==> config.mk <==
export PLATFORM = sky130hd
export DESIGN_NAME = jk_fsm_bank
export DESIGN_NICKNAME = d
export VERILOG_FILES = /design/src/rtl/jk_fsm_bank_pkg.sv /design/src/rtl/jk_fsm_chan.sv /design/src/rtl/jk_fsm_bank.sv
export SDC_FILE = /design/constraint.sdc
export NUM_CORES = 1
export LEC_CHECK = 0
export ABC_AREA = 1
export CAP_MARGIN = 10
export CORE_MARGIN = 3
export CORE_UTILIZATION = 33
export CTS_CLUSTER_SIZE = 16
export DETAILED_ROUTE_END_ITERATION = 8
export PLACE_DENSITY = 0.73
export SYNTH_ARGS = -nofsm -noshare
export SYNTH_HDL_FRONTEND = slang
export SYNTH_HIERARCHICAL = 1
export SYNTH_SLANG_ARGS = --single-unit
==> constraint.sdc <==
create_clock -name clk -period 2.2 [get_ports clk]
set_input_delay 0.66 -clock clk [delete_from_list [all_inputs] [get_ports clk]]
set_output_delay 0.66 -clock clk [all_outputs]
set_load 0.01 [all_outputs]
==> src/rtl/jk_fsm_bank_pkg.sv <==
// Shared types and helpers for the jk_fsm_bank channel array.
package jk_fsm_bank_pkg;

  typedef enum logic {ST_OFF = 1'b0, ST_ON = 1'b1} jk_state_t;

  // Widest channel vector the popcount helper accepts.
  localparam int unsigned PC_MAX = 256;

  // Number of set bits in v; callers zero-extend narrower vectors.
  function automatic int unsigned popcount(input logic [PC_MAX-1:0] v);
    int unsigned n;
    n = 0;
    for (int unsigned i = 0; i < PC_MAX; i++) n += 32'(v[i]);
    return n;
  endfunction

endpackage

==> src/rtl/jk_fsm_chan.sv <==
// One JK on/off channel: Moore state, minimum-dwell lockout, edge pulses and,
// with JK_FSM_BANK_STATS_EN defined, a saturating OFF->ON transition counter.
module jk_fsm_chan
  import jk_fsm_bank_pkg::*;
#(
  parameter int unsigned MIN_DWELL   = 0,
  parameter int unsigned TOGGLE_MODE = 0
`ifdef JK_FSM_BANK_STATS_EN
  ,
  parameter int unsigned STAT_W      = 16
`endif
) (
  input  logic              clk,
  input  logic              areset,
  input  logic              en,
  input  logic              j,
  input  logic              k,
`ifdef JK_FSM_BANK_STATS_EN
  input  logic              stat_clr,
  output logic [STAT_W-1:0] stat_cnt,
`endif
  output logic              out,
  output logic              rise,
  output logic              fall
);

  localparam int unsigned DW = (MIN_DWELL > 0) ? $clog2(MIN_DWELL + 1) : 1;

  jk_state_t     state;
  logic [DW-1:0] dwell;
  logic          go;

  // Decide whether this channel leaves its current state on the next enabled edge.
  always_comb begin
    go = 1'b0;
    if (dwell == '0) begin
      if ((TOGGLE_MODE != 0) && j && k) begin
        go = 1'b1;
      end else begin
        unique case (state)
          ST_OFF:  go = j;
          ST_ON:   go = k;
          default: go = 1'b0;
        endcase
      end
    end
  end

  // State, dwell lockout and one-cycle edge pulses; pulses drop even when frozen.
  always_ff @(posedge clk or posedge areset) begin
    if (areset) begin
      state <= ST_OFF;
      dwell <= '0;
      rise  <= 1'b0;
      fall  <= 1'b0;
    end else begin
      rise <= 1'b0;
      fall <= 1'b0;
      if (en) begin
        if (go) begin
          state <= (state == ST_OFF) ? ST_ON : ST_OFF;
          dwell <= DW'(MIN_DWELL);
          rise  <= (state == ST_OFF);
          fall  <= (state == ST_ON);
        end else if (dwell != '0) begin
          dwell <= dwell - DW'(1);
        end
      end
    end
  end

  assign out = (state == ST_ON);

`ifdef JK_FSM_BANK_STATS_EN
  logic [STAT_W-1:0] cnt;

  // Saturating OFF->ON counter; a clear beats a same-cycle increment.
  always_ff @(posedge clk or posedge areset) begin
    if (areset) begin
      cnt <= '0;
    end else if (stat_clr) begin
      cnt <= '0;
    end else if (en && go && (state == ST_OFF) && (cnt != '1)) begin
      cnt <= cnt + STAT_W'(1);
    end
  end

  assign stat_cnt = cnt;
`endif

endmodule

==> src/rtl/jk_fsm_bank.sv <==
// Bank of NUM_CH independent JK on/off channels with dwell lockout, edge
// pulses and popcount. Define JK_FSM_BANK_STATS_EN to add per-channel
// OFF->ON transition counters readable through stat_sel/stat_cnt.
module jk_fsm_bank
  import jk_fsm_bank_pkg::*;
#(
  parameter int unsigned NUM_CH      = 4,
  parameter int unsigned MIN_DWELL   = 0,
  parameter int unsigned TOGGLE_MODE = 0,
  parameter int unsigned STAT_W      = 16
) (
  input  logic                                        clk,
  input  logic                                        areset,
  input  logic                                        en,
  input  logic [NUM_CH-1:0]                           j,
  input  logic [NUM_CH-1:0]                           k,
  output logic [NUM_CH-1:0]                           out,
  output logic [NUM_CH-1:0]                           rise,
  output logic [NUM_CH-1:0]                           fall,
  output logic [$clog2(NUM_CH+1)-1:0]                 on_count,
  input  logic [((NUM_CH > 1) ? $clog2(NUM_CH) : 1)-1:0] stat_sel,
  input  logic                                        stat_clr,
  output logic [STAT_W-1:0]                           stat_cnt
);

  localparam int unsigned CW = $clog2(NUM_CH + 1);
  localparam int unsigned SW = (NUM_CH > 1) ? $clog2(NUM_CH) : 1;

`ifdef JK_FSM_BANK_STATS_EN
  logic [STAT_W-1:0] chan_cnt [NUM_CH];
`endif

  // One channel instance per bit of j/k.
  for (genvar i = 0; i < NUM_CH; i++) begin : g_chan
    jk_fsm_chan #(
      .MIN_DWELL   (MIN_DWELL),
      .TOGGLE_MODE (TOGGLE_MODE)
`ifdef JK_FSM_BANK_STATS_EN
      ,
      .STAT_W      (STAT_W)
`endif
    ) u_chan (
      .clk      (clk),
      .areset   (areset),
      .en       (en),
      .j        (j[i]),
      .k        (k[i]),
`ifdef JK_FSM_BANK_STATS_EN
      .stat_clr (stat_clr),
      .stat_cnt (chan_cnt[i]),
`endif
      .out      (out[i]),
      .rise     (rise[i]),
      .fall     (fall[i])
    );
  end

  // Popcount of the registered channel states (NUM_CH must not exceed PC_MAX).
  assign on_count = CW'(popcount(PC_MAX'(out)));

`ifdef JK_FSM_BANK_STATS_EN
  // Stats read mux; selects beyond the last channel read as zero.
  always_comb begin
    stat_cnt = '0;
    for (int unsigned i = 0; i < NUM_CH; i++) begin
      if (SW'(i) == stat_sel) stat_cnt = chan_cnt[i];
    end
  end
`else
  logic unused_stats;
  assign unused_stats = ^{stat_sel, stat_clr};
  assign stat_cnt     = '0;
`endif

endmodule

# Word level (Yosys, flattened, before mapping)
# Cells that the tools add are included.
[totals]
ff_bits = 16
inputBits = 14
out_inout_bits = 31
elab_cells = 67
[classes]
add_sub_neg = 7
n_mux = 36
bitwise_logic = 4
reduce_logical = 4
[ops]
columns = ["cell", "count"]
rows = [
  ["$mux 1", 32],
  ["$pmux 1 s2", 4],
  ["$reduce_and 2->1", 4],
  ["$not 1->1", 4],
  ["$sub 1x1->1 const B", 4],
  ["$add 2x1->3", 1],
  ["$add 3x1->3", 1],
  ["$add 1x1->2", 1],
]

# Longest topological paths before layout
[logic_depth]
ltp_word = 5
mapped_depth = 5
ltp_nobuf = 5

# Modules after synthesis
# The synthesis kept the hierarchy.
[by_module_without_submodules]
columns = ["mod", "n_inst", "cells_per_inst", "area_per_inst_um2", "seq_area_each_um2"]
rows = [
  ["jk_fsm_chan", 4, 12, 110.1, 75.1],
  ["jk_fsm_bank", 1, 25, 187.7, 0.0],
]

# Least setup slack after synthesis
# Ideal clock, no wire load.
[synth_path]
path_type = "flip-flop to output port"
start = "reg g_chan[0].u_chan.state"
end = "out on_count[1]"
arrival_time_ps = 1528
required_ps = 1540
slack_ps = 12
stages_incl_launch_ff = 6
path_buffers = 0
cell_sequence = "dfrtp_1 > inv_1 > fa_1 > inv_1 > ha_1 > ha_1"
[synth_between]
elab_chain_len = 3
[synth_rtl]
columns = ["item", "line_no", "rtl"]
rows = [
  ["from (decl)", "jk_fsm_chan.sv:29", "jk_state_t state;"],
  ["from (signal assigned)", "jk_fsm_chan.sv:61", "state <= (state == ST_OFF) ? ST_ON : ST_OFF;"],
  ["$add 1x1->2", "jk_fsm_bank_pkg.sv:13", "for (int unsigned i = 0; i < PC_MAX; i++) n += 32'(v[i]);"],
  ["$add 2x1->3", "jk_fsm_bank_pkg.sv:13", ""],
  ["$add 3x1->3", "jk_fsm_bank_pkg.sv:13", ""],
  ["to (decl)", "jk_fsm_bank.sv:20", "output logic [$clog2(NUM_CH+1)-1:0] on_count,"],
]
# No other way between the ends.

# Worst setup path in the final report
[layout_path]
start = "reg g_chan[3].u_chan.state"
end = "out on_count[1]"
[layout_between]
elab_chain_len = 1
[layout_rtl]
columns = ["item", "line_no"]
rows = [
  ["from (decl)", "jk_fsm_chan.sv:29"],
  ["from (signal assigned)", "jk_fsm_chan.sv:61"],
  ["$add 3x1->3", "jk_fsm_bank_pkg.sv:13"],
]
# No other way between the ends.

==> impl_metrics.ini <==
[synthesis]
synth-edff-count = 0
synth_async_sr_flop_share_pct = 100
synth_commonest_cells = inv_1 (21), buf_4 (16), dfrtp_1 (12), nand2_1 (12)
yosysTopAreaCell = dfrtp_1
yosys.cell_count.top_type = inv_1
synthCells = 73
synth_area_um2 = 628
synthDistinctLibCells = 9
synthFlopType = dfrtp_1
synth_area_per_cell_um2 = 8.60
ys_warn_count = 6
synth.area.top_cells = dfrtp_1 (48%), buf_4 (19%), inv_1 (13%), nand2_1 (7.2%), ha_1 (4.0%)
yosysTopAreaCellShare_pct = 47.8
ys_seq_area_share_pct = 47.8
ys_ff_latch = 12

[cells_and_area]
num-fill-cells = 191
final_layout_size_suffix_gt1_share_pct = 15.2
antenna_cells = 0
fin_nets = 123
final_cells = 130
areaGrowthSynthToFinish_pct = 49.8

[cts]
cts_tree = done
cts_buffers = 3
cts_hold_buf = 0
cts.sinks = 12
root_buffer = clkbuf_4
clock_latency_ns = 0.27
h-tree-depth = 1
clk_pin_slew_ns = 0.07
clock_path_buffers = 2

[die]
pin_count = 45
initial_core_util_pct = 35.6
rows = 15
coreArea_um2 = 1760
die-width_um = 49.6
die_area_um2 = 2460
die_height_um = 49.6

[setup_path]
r2r_start = g_chan[3].u_chan/out
cp.arrival_ns = 1.78
worstSetupStartpointType = flip-flop
rrSetupSlack_ns = 1.25
reg2reg_depth = 6
cp_max_fo = 2
critical_path_required_ns = 1.54
critPathKind = flip-flop to primary output
critPathCaptureType = primary output
r2r-end = g_chan[3].u_chan/out

[drt]
via_count = 493
wirelength_mm = 1.24
vias_per_cell = 3.79
drt-initial-drc-count = 4
final_antenna_net_count = 0
firstDrtPassIters = 2
wire_per_inst_um = 9.54
remaining_drc_errors = 0

[grt]
grt_pass1_vias = 457
use_met2_pct = 19.6
antenna_found_initial = 0
top_usage_layer = met2
grt_use_met1_pct = 9.83
grt_max_degree = 9
grt_pass1_wl_mm = 1.88
overflow = 0
grt_util_met3_pct = 4.53
gr-usage-all-layers_pct = 10.7

[power]
cellPowerDensity_nw_per_um2 = 841
leakage_nw = 0.543
vdd_drop_max_mv = 0.283
power_mw = 0.791

[worst_hold_path]
hold_depth = 2
min_from = g_chan[1].u_chan/out
hp-class = flip-flop to flip-flop
worstHoldEndpoint = g_chan[1].u_chan/rise

[timing]
finalCritPeriodShare_pct = 111
setup_viol = 3
clock.fmax_mhz = 410
fin_crit_ns = 2.44
finalClockSkew_ns = 0.000692
worst_slack_ns = -0.242
whs_ns = 0.547
rsz0062_at_grt = yes
hold_viol = 0
maxSlewViolCount = 0

[status]
outcome = complete, but fails checks
failed_checks = negative setup slack

[placed_design]
dp_cells = 125
port_buffers = 25
gp_congestion = 0.612
dp_slack_ns = -0.414
dp_hpwl_um = 930

[flow_run]
cap_violations = 0
state kept, by name, summed over array words and instances (netlist names):
signal / cells
g_chan.u_chan/rise: 4
g_chan.u_chan/out: 4
g_chan.u_chan/fall: 4
layout by cell type (no fill, tap or decap):
cell | Yosys | layout
fa_1 | 1 | 1
buf_4 | 16 | 4
inv_2 | 0 | 3
nand2_1 | 12 | 12
ha_4 | 0 | 2
nand3_1 | 4 | 4
buf_6 | 0 | 3
clkdlybuf4s50_1 | 0 | 22
inv_1 | 21 | 18
conb_1 | 1 | 16
clkbuf_4 | 0 | 3
nor2_1 | 4 | 4
clkbuf_8 | 0 | 1
dfrtp_1 | 12 | 12
how the worst max path moves through the flow:
| stage | start | to | slack, ns | cells after the start |
|---|---|---|---|---|
| floorplan | g_chan[0].u_chan/out | on_count[1] | 0.01 | 5 |
| global placement | g_chan[0].u_chan/out | on_count[1] | -0.39 | 6 |
| detailed placement | g_chan[0].u_chan/out | on_count[1] | -0.41 | 6 |
| CTS | g_chan[3].u_chan/out | on_count[1] | -0.25 | 6 |
| global route | g_chan[3].u_chan/out | on_count[1] | -0.30 | 6 |
| finish | g_chan[3].u_chan/out | on_count[1] | -0.24 | 6 |
routing by layer:
| layer | wire length, um | vias to the layer above |
|---|---|---|
| met1 | 419 | 225 |
| met3 | 143 | 2 |
| met4 | 14 | 0 |
| met5 | 0 | - |
| met2 | 662 | 31 |
| li1 | - | 235 |
layout make-up:
type	count	area [um2]	share of cell area [%]
clock buffer	4	36.3	3.86
inverter	21	78.8	8.38
multi-input combinational	39	210	22.3
sequential	12	300	31.9
tap	25	31.3	3.32
timing repair buffer	29	284	30.2
critical path, cell delays in order, from the launching register on:
cell and delay (ns):
dfrtp_1 0.37, inv_2 0.05, fa_1 0.55, inv_2 0.05, ha_4 0.15, ha_4 0.25
buf_6 0.09
stage by stage:
stage / utilization (%) / TNS [ns] / cell area [um2]
2_1_floorplan: - / 0 / 684
3_5_place_dp: 49.2 / -0.913 / 868
4_1_cts: 52.9 / -0.513 / 933
6_report: 53.3 / -0.486 / 941
5_1_grt: 53.3 / -0.648 / 941
3_3_place_gp: 49.2 / -0.832 / 868
what timing repair did:
item                       in CTS  in global routing
pin swaps                       2                  0
buffers inserted                0                  1
setup endpoints to repair       3                  3
resized for setup              21                  0
cell families (layout without fill, tap and decap cells):
family        after synthesis  count (layout)  synth area share [%]
buf+inv                    37              54                  31.7
simple gates               20              20                  12.7
flops                      12              12                  47.8
fa+ha+maj                   3               3                  7.17
other cells                 1              16                 0.597
report_power, final:
part	switching [mW]	internal [mW]	total, mW
clock	0.0710	0.101	0.172
sequential	0.0173	0.245	0.263
combinational	0.155	0.202	0.357
total	0.243	0.548	0.791
(Power assumes the default switching activity.)
